File: config.mk
export PLATFORM = sky130hd
export DESIGN_NAME = i2s_rcv
export DESIGN_NICKNAME = d
export VERILOG_FILES = /design/src/rtl/i2s_rcv_pkg.sv /design/src/rtl/i2s_lr_edge.sv /design/src/rtl/i2s_rcv.sv
export SDC_FILE = /design/constraint.sdc
export NUM_CORES = 1
export LEC_CHECK = 0
export CAP_MARGIN = 0
export CORE_MARGIN = 1.5
export CORE_UTILIZATION = 42
export CTS_BUF_LIST = sky130_fd_sc_hd__clkbuf_4 sky130_fd_sc_hd__clkbuf_8
export CTS_CLUSTER_SIZE = 28
export DETAILED_ROUTE_END_ITERATION = 7
export PLACE_DENSITY = 0.73
export SLEW_MARGIN = 30
export SYNTH_ARGS = -nofsm -noshare
export SYNTH_HDL_FRONTEND = slang
export SYNTH_HIERARCHICAL = 1
export SYNTH_SLANG_ARGS = --single-unit
export TNS_END_PERCENT = 20
File: constraint.sdc
create_clock -name clk -period 2.1 [get_ports clk]
set_input_delay 0.21 -clock clk [delete_from_list [all_inputs] [get_ports clk]]
set_output_delay 0.21 -clock clk [all_outputs]
set_load 0.03 [all_outputs]
File: src/rtl/i2s_rcv_pkg.sv
// Shared I2S helpers: bit-width function and receive state encodings.
// Combinational only; no latency, no flow control.
package i2s_rcv_pkg;

    // Number of bits needed to hold 'value' (minimum 1).
    function automatic int clogb2(input int value);
        int n;
        n = 0;
        for (int v = value; v > 0; v = v >> 1) begin
            n = n + 1;
        end
        if (n < 1) begin
            n = 1;
        end
        return n;
    endfunction

    typedef enum logic [2:0] {
        RCV_IDLE   = 3'd0,
        RCV_LEFT   = 3'd1,
        RCV_WAIT_R = 3'd2,
        RCV_RIGHT  = 3'd3,
        RCV_WAIT_L = 3'd4
    } rcv_state_t;

endpackage

File: src/rtl/i2s_lr_edge.sv
// lrclk edge detector sampled on BCLK rising strobes; detect outputs are
// combinational in the strobe cycle; no backpressure.
module i2s_lr_edge (
    input  logic clk,
    input  logic rst,
    input  logic CBrise,
    input  logic lrclk,
    output logic fall_det,
    output logic rise_det
);

    logic lr_prev;

    // Reset high so a low lrclk on the first strobe counts as a left-word start.
    always_ff @(posedge clk) begin
        if (rst) begin
            lr_prev <= 1'b1;
        end else if (CBrise) begin
            lr_prev <= lrclk;
        end
    end

    assign fall_det = CBrise &  lr_prev & ~lrclk;
    assign rise_det = CBrise & ~lr_prev &  lrclk;

endmodule

File: src/rtl/i2s_rcv.sv
// I2S receiver: left/right words packed into 'sample'; valid 2 clk after right LSB.
// rcv_rdy/rcv_ack handoff; an unacked pair is overwritten and overrun pulses.
module i2s_rcv
    import i2s_rcv_pkg::*;
#(
    parameter int DATA_BITS = 32,
    parameter int TPD       = 5
) (
    input  logic                 clk,
    input  logic                 rst,
    input  logic                 lrclk,
    input  logic                 CBrise,
    input  logic                 inbit,
    output logic [DATA_BITS-1:0] sample,
    output logic                 rcv_rdy,
    input  logic                 rcv_ack,
    output logic                 overrun,
    output logic                 sync_err
);

    localparam int NB  = DATA_BITS / 2;
    localparam int BCW = clogb2(NB - 1);
    localparam logic [BCW-1:0] BC_LOAD = BCW'(NB - 1);

    if ((DATA_BITS % 2) != 0 || DATA_BITS < 4 || TPD < 0) begin : g_bad_param
        $error("i2s_rcv: DATA_BITS must be even and at least 4");
    end

    logic                 fall_det;
    logic                 rise_det;
    rcv_state_t           state, state_nx;
    logic [BCW-1:0]       bit_count, bit_count_nx;
    logic [NB-1:0]        shreg, shifted, left_hold;
    logic                 left_ok, left_ok_nx;
    logic                 left_latch, done_set, sync_err_c;
    logic                 pair_done;
    logic [DATA_BITS-1:0] pair_dat;

    i2s_lr_edge u_edge (
        .clk      (clk),
        .rst      (rst),
        .CBrise   (CBrise),
        .lrclk    (lrclk),
        .fall_det (fall_det),
        .rise_det (rise_det)
    );

    // left_ok marks that left_hold belongs to the current frame, so a right
    // word following a truncated left word never produces a pair.
    always_comb begin
        state_nx     = state;
        bit_count_nx = bit_count;
        left_ok_nx   = left_ok;
        left_latch   = 1'b0;
        done_set     = 1'b0;
        sync_err_c   = 1'b0;
        shifted      = {shreg[NB-2:0], inbit};
        if (CBrise) begin
            case (state)
                RCV_IDLE: begin
                    if (fall_det) begin
                        state_nx     = RCV_LEFT;
                        bit_count_nx = BC_LOAD;
                    end
                end
                RCV_LEFT: begin
                    if (bit_count == '0) begin
                        left_latch = 1'b1;
                        left_ok_nx = 1'b1;
                        if (rise_det) begin
                            state_nx     = RCV_RIGHT;
                            bit_count_nx = BC_LOAD;
                        end else begin
                            state_nx = RCV_WAIT_R;
                        end
                    end else if (rise_det) begin
                        sync_err_c   = 1'b1;
                        left_ok_nx   = 1'b0;
                        state_nx     = RCV_RIGHT;
                        bit_count_nx = BC_LOAD;
                    end else begin
                        bit_count_nx = bit_count - 1'b1;
                    end
                end
                RCV_WAIT_R: begin
                    if (rise_det) begin
                        state_nx     = RCV_RIGHT;
                        bit_count_nx = BC_LOAD;
                    end else if (fall_det) begin
                        sync_err_c   = 1'b1;
                        state_nx     = RCV_LEFT;
                        bit_count_nx = BC_LOAD;
                    end
                end
                RCV_RIGHT: begin
                    if (bit_count == '0) begin
                        done_set = left_ok;
                        if (fall_det) begin
                            state_nx     = RCV_LEFT;
                            bit_count_nx = BC_LOAD;
                        end else begin
                            state_nx = RCV_WAIT_L;
                        end
                    end else if (fall_det) begin
                        sync_err_c   = 1'b1;
                        state_nx     = RCV_LEFT;
                        bit_count_nx = BC_LOAD;
                    end else begin
                        bit_count_nx = bit_count - 1'b1;
                    end
                end
                RCV_WAIT_L: begin
                    if (fall_det) begin
                        state_nx     = RCV_LEFT;
                        bit_count_nx = BC_LOAD;
                    end else if (rise_det) begin
                        sync_err_c = 1'b1;
                        state_nx   = RCV_IDLE;
                    end
                end
                default: state_nx = RCV_IDLE;
            endcase
        end
    end

    always_ff @(posedge clk) begin
        if (rst) begin
            state     <= RCV_IDLE;
            bit_count <= '0;
            shreg     <= '0;
            left_hold <= '0;
            left_ok   <= 1'b0;
            pair_done <= 1'b0;
            pair_dat  <= '0;
        end else begin
            state     <= state_nx;
            bit_count <= bit_count_nx;
            left_ok   <= left_ok_nx;
            pair_done <= done_set;
            if (CBrise && (state == RCV_LEFT || state == RCV_RIGHT)) begin
                shreg <= shifted;
            end
            if (left_latch) begin
                left_hold <= shifted;
            end
            if (done_set) begin
                pair_dat <= {left_hold, shifted};
            end
        end
    end

    // A pair landing in the same cycle as an ack wins: rcv_rdy stays set.
    always_ff @(posedge clk) begin
        if (rst) begin
            sample  <= '0;
            rcv_rdy <= 1'b0;
        end else if (pair_done) begin
            sample  <= pair_dat;
            rcv_rdy <= 1'b1;
        end else if (rcv_ack) begin
            rcv_rdy <= 1'b0;
        end
    end

    assign overrun  = ~rst & pair_done & rcv_rdy & ~rcv_ack;
    assign sync_err = ~rst & sync_err_c;

endmodule

==> results of run 1 <==
-- power breakdown --
| group | switching (W) | internal (W) |
|---|---|---|
| sequential | 0.0000129 | 0.00202 |
| clock | 0.000714 | 0.000572 |
| combinational | 0.000115 | 0.0000844 |
-- metal layers --
layer / vias to the layer above / wire (microns) / GRT usage
li1: 1762 / - / -
met3: 18 / 349 / 0.03898
met5: - / 0 / 0
met4: 0 / 165 / 0.06237
met1: 1637 / 4126 / 0.2229
met2: 68 / 4383 / 0.3092
-- placed cells by master (no fill, tap or decap), types with 2 or more instances in the layout --
cell,n
buf_4,30
clkbuf_8,9
clkinvlp_4,3
o22ai_1,2
dlygate4sd2_1,2
nor3b_1,2
a21oi_1,72
o31ai_1,2
clkdlybuf4s50_1,35
dfxtp_2,4
or3b_2,2
nor2_1,44
inv_8,2
dfxtp_1,102
and2_1,2
nand3b_1,3
inv_2,2
nor3_1,4
a21oi_2,2
a211oi_1,2
nand2b_1,3
nor2b_1,4
a2111oi_0,3
nand2_1,133
and4_1,2
mux2i_1,33
inv_1,2
o221ai_1,2
o21ai_0,3
o41ai_1,2
-- final cells by class --
| type | count | area share |
|---|---|---|
| repair buffers | 68 | 0.1210 |
| clock buffers | 9 | 0.02445 |
| well taps | 133 | 0.03285 |
| inverters | 4 | 0.002964 |
| clock inverters | 7 | 0.01655 |
| multi-input cells | 353 | 0.3823 |
| flip-flops and latches | 106 | 0.4199 |
-- critical path: stages (launching register included) --
cell and delay (ns):
dfxtp_1 0.34, inv_2 0.09, ha_4 0.16, or3b_4 0.40, a21oi_2 0.13, o32a_1 0.15, o22ai_1 0.06, buf_4 0.17
-- final timing paths --
check / depth (start not counted) / end / start / slack [ns]
setup / recovery: 7 / sync_err / bit_count[1] / 0.04
hold / removal: 3 / u_edge/lr_prev / lrclk / 0.29
setup reg to reg: 8 / left_hold[14] / bit_count[1] / 0.08
hold reg to reg: 2 / pair_dat[16] / left_hold[0] / 0.46
-- timing repair --
item	CTS	global route
buffers inserted	4	1
gates cloned	0	0
gates resized for setup	11	5
endpoints found under the setup margin	1	1
pin swaps	3	4
-- per-stage QoR --
step	worst slack [ns]	TNS (ns)	cells	cell area (sq um)
2_1_floorplan	0.1225	0	501	4220
3_5_place_dp	-0.09111	-0.3316	659	4782
4_1_cts	0.01276	0	679	5042
6_report	0.03648	0	680	5066
5_1_grt	-0.02729	-0.02729	680	5066
3_3_place_gp	-0.01053	-0.01053	659	4782
-- cell families after synthesis --
kind of cell    share of synthesized area
simple gates                       0.2247
flops                              0.5028
compound gates                     0.1441
buf+inv                           0.04714
mux                               0.07827
fa+ha+maj                        0.002964
-- sequential cells by signal, summed over array words and instances (netlist names) --
signal / flops
pair_dat: 32
sample: 32
left_hold: 16
shreg: 15
bit_count: 4
state: 3
left_ok: 1
pair_done: 1
rcv_rdy: 1
u_edge/lr_prev: 1
==> results.tsv, run 1 <==
metric	value	unit
timing.final.max_slew_violations	0	
start_kind	flip-flop	
grt_max_degree	64	
register_area	0.002127	sq mm
synthToLayoutAreaGrowth	20.04	%
fin_crit_sh	0.9826	
hold_path.class	in2reg	
drtIter0Drc	163	
max_slew_margin	0.5927	
dr.pass1.iters	4	
synthCells	501	
ys_seq_area_frac	0.5028	
fin_util	0.5183	
avgSynthCellArea	8.424	sq um
grt_overflow	0	
max_freq	484.6	MHz
cp_data_arrival_time	1.85	ns
hold_buffers	0	
die_area	0.01066	sq mm
synth-seq-cells	106	
cts_tree	done	
start_util	0.4318	
ys_warn_count	6	
wl_per_cell	13.27	microns
yosys-top-cells-area	dfxtp_1 50%, nand2_1 12%, a21oi_1 8.7%	
die_y	103.2	microns
place_congestion	0.8361	
vias	3485	
hold_ws	0.2948	ns
path_max_fanout	4	
grt_use_total	0.1795	
cts_buffers	9	
antennaDiodeCount	0	
core_area	0.009774	sq mm
cts_max_path_buffers	2	
synth_area	0.004220	sq mm
io_buffers	40	
synth_top_area_share	0.5028	
io_pins	41	
setup_viol	0	
dp_hpwl	5991	microns
rsz0062_at_grt	true	
cts_sinks	106	
p_per_area	693.7	mW/mm^2
p_leak	1.661	nW
multi_input_area	0.001937	sq mm
die_w	103.2	microns
finalPower	0.003515	W
drive_above_1_share	0.1261	
drt_wl_total	9026	microns
tightest_slew	0.6110	ns
h-tree-depth	3	
yosysTopAreaCell	dfxtp_1	
period_needed	2.064	ns
crit_path_end_kind	output pin	
status	completed	
yosysUniqueCellTypes	54	
cts-root-buf	clkbuf_8	
grt_pass1_wl	15150	microns
antenna_found_initial	0	
cts.clk_slew.worst_paths	0.10	ns
layout.nets	549	
postSynth.asyncResetShare	0	
cap_violations	0	
drc	0	
synth-edff-count	0	
synth_ff_type	dfxtp_1	
cp.required	1.89	ns
synth_nets	508	
synth_most_common_cell	nand2_1	
rows	36	
antenna_left	0	
fillCellCount	917	
grt_pass1_vias	3343	
via_per_inst	5.125	
worstSkewPairLatency	0.37	ns
ir_drop	0.0003789	V
fin_skew	0.01179	ns
finalHoldViolCount	0	
worstSetupPathType	reg2out	
synth_common_cells	134 x nand2_1, 106 x dfxtp_1, 73 x a21oi_1, 46 x nor2_1, 33 x mux2i_1	
(Power assumes the default switching activity.)
==> inputs of run 2 (changes only) <==
--- a/config.mk
+++ b/config.mk
@@ -11,7 +11,6 @@
 export CTS_BUF_LIST = sky130_fd_sc_hd__clkbuf_4 sky130_fd_sc_hd__clkbuf_8
 export CTS_CLUSTER_SIZE = 28
 export DETAILED_ROUTE_END_ITERATION = 7
-export PLACE_DENSITY = 0.73
 export SLEW_MARGIN = 30
 export SYNTH_ARGS = -nofsm -noshare
 export SYNTH_HDL_FRONTEND = slang
==> run 2 against run 1 <==
Effect of this change: wire length increased by 1.4%; via count decreased by 1.3%; largest power group unchanged; sequential power about the same.
==> results.tsv, run 2 (synthesis results as in run 1) <==
metric	value	unit
status	completed	
cts-root-buf	clkbuf_8	
slowest_delay	0.43	ns
fin_crit_sh	0.9874	
rr_endpoint	bit_count[1]	
rrSetupSlack	0.11	ns
final_cell_mix	134 x nand2_1, 104 x dfxtp_1, 72 x a21oi_1, 44 x nor2_1, 36 x clkdlybuf4s50_1	
drc	0	
p_leak	1.690	nW
io_buffers	40	
rows	36	
setup_viol	0	
h-tree-depth	3	
worstSkewPairLatency	0.36	ns
pre_cts_ws	-0.1628	ns
register_area	0.002125	sq mm
max_freq	482.2	MHz
grt_pass1_wl	15760	microns
cts_buffers	9	
cts_tree	done	
finalSetupTns	0	ns
via_per_inst	5.048	
endpoint	sync_err	
r2r-start	u_edge/lr_prev	
crit_start	bit_count[1]	
multi_input_area	0.001942	sq mm
drtIter0Drc	131	
reg.largest.list	pair_dat x32, sample x32, left_hold x16	
cts_sinks	106	
crit_path_end_kind	output pin	
fillCellCount	953	
layout.nets	550	
period_needed	2.074	ns
start_util	0.4318	
drive_above_1_share	0.1241	
fin_ws	0.02638	ns
worstSetupPathType	reg2out	
die_w	103.2	microns
grt_pass1_vias	3291	
slowest_stage	or3b_4	
layout_commonest_cell	nand2_1	
fin_skew	0.01453	ns
tightest_slew	0.5169	ns
cp_data_arrival_time	1.86	ns
hold_path.class	in2reg	
max_slew_margin	0.6554	
grt_max_degree	50	
cp.required	1.89	ns
cap_violations	0	
wl_per_cell	13.44	microns
p_per_area	691.9	mW/mm^2
cts_max_path_buffers	2	
path_max_fanout	5	
dp_hpwl	6143	microns
grt_overflow	0	
antenna_left	0	
path_cells	inv_2 -> ha_4 -> or3b_4 -> a21oi_2 -> o32a_1 -> o22ai_2 -> buf_12	
io_pins	41	
dr.pass1.iters	6	
ir_drop	0.0003280	V
grt_use_total	0.1858	
start_kind	flip-flop	
synthToLayoutAreaGrowth	21.73	%
die_y	103.2	microns
die_area	0.01066	sq mm
vias	3438	
finalHoldViolCount	0	
finalPower	0.003555	W
cts.clk_slew.worst_paths	0.11	ns
timing.final.max_slew_violations	0	
hold_depth	3	
min_from	rst	
drt_wl_total	9155	microns
rsz0062_at_grt	true	
place_congestion	0.7809	
antennaDiodeCount	0	
core_area	0.009774	sq mm
rr_worst_depth	7	
antenna_found_initial	0	
==> run 2: cell types whose count changed in the layout (fill, tap and decap cells not counted), sizes merged <==
cell	before	now
clkinv	0	3
clkinvlp	3	0
buf	31	32
clkbuf	9	10
clkdlybuf4s50	35	36
dlygate4sd2	2	1
inv	7	6
==> run 2: stage by stage <==
stage / cells / utilization / area, sq um / hold slack [ns]
finish: 681 / 0.5256 / 5137 / 0.3487
CTS: 680 / 0.5237 / 5119 / 0.3286
detailed placement: 662 / 0.4967 / 4855 / 0.4467
global route: 681 / 0.5256 / 5137 / 0.3452
global placement: 662 / 0.4967 / 4855 / 0.4448
floorplan: 501 / - / 4220 / 0.3159
==> run 2: area by class of cell <==
class,count,share of cell area
Sequential cell,106,0.4135
Inverter,4,0.002923
Clock buffer,10,0.02557
Tap cell,133,0.03239
Clock inverter,6,0.01680
Timing Repair Buffer,69,0.1308
Multi-Input combinational cell,353,0.3780
==> run 2: timing repair <==
item / CTS / global route
hold buffers: 0 / 0
resized for setup: 11 / 2
buffers inserted: 2 / 1
endpoints found under the setup margin: 1 / 2
pin swaps: 5 / 0
gates cloned: 0 / 0
==> run 2: worst min path at each step <==
| stage | to |
|---|---|
| floorplan | u_edge/lr_prev |
| global placement | left_hold[9] |
| detailed placement | left_hold[0] |
| CTS | pair_dat[14] |
| global route | sample[14] |
| finish | pair_dat[14] |
==> run 2: power breakdown <==
group	switching, W	total (W)	internal [W]
Sequential	0.0000102	0.00203	0.00202
Clock	0.000732	0.00133	0.000597
Combinational	0.000115	0.000199	0.0000844
==> run 2: per-layer routing <==
metal | part of all wire | vias to the layer above | track usage
li1 | - | 1770 | -
met1 | 0.50 | 1610 | 0.2587
met2 | 0.46 | 54 | 0.2996
met3 | 0.031 | 4 | 0.02621
met4 | 0.0063 | 0 | 0.05821
met5 | 0 | - | 0
==> run 2: critical path: cells and delay by family, from the launching register on <==
kind                       cells  cell delay [ns]
AOI/OAI and AO/OA              3             0.37
adders and majority gates      1             0.15
buffers and inverters          2             0.22
DFF                            1             0.33
and+or+nand+nor                1             0.43
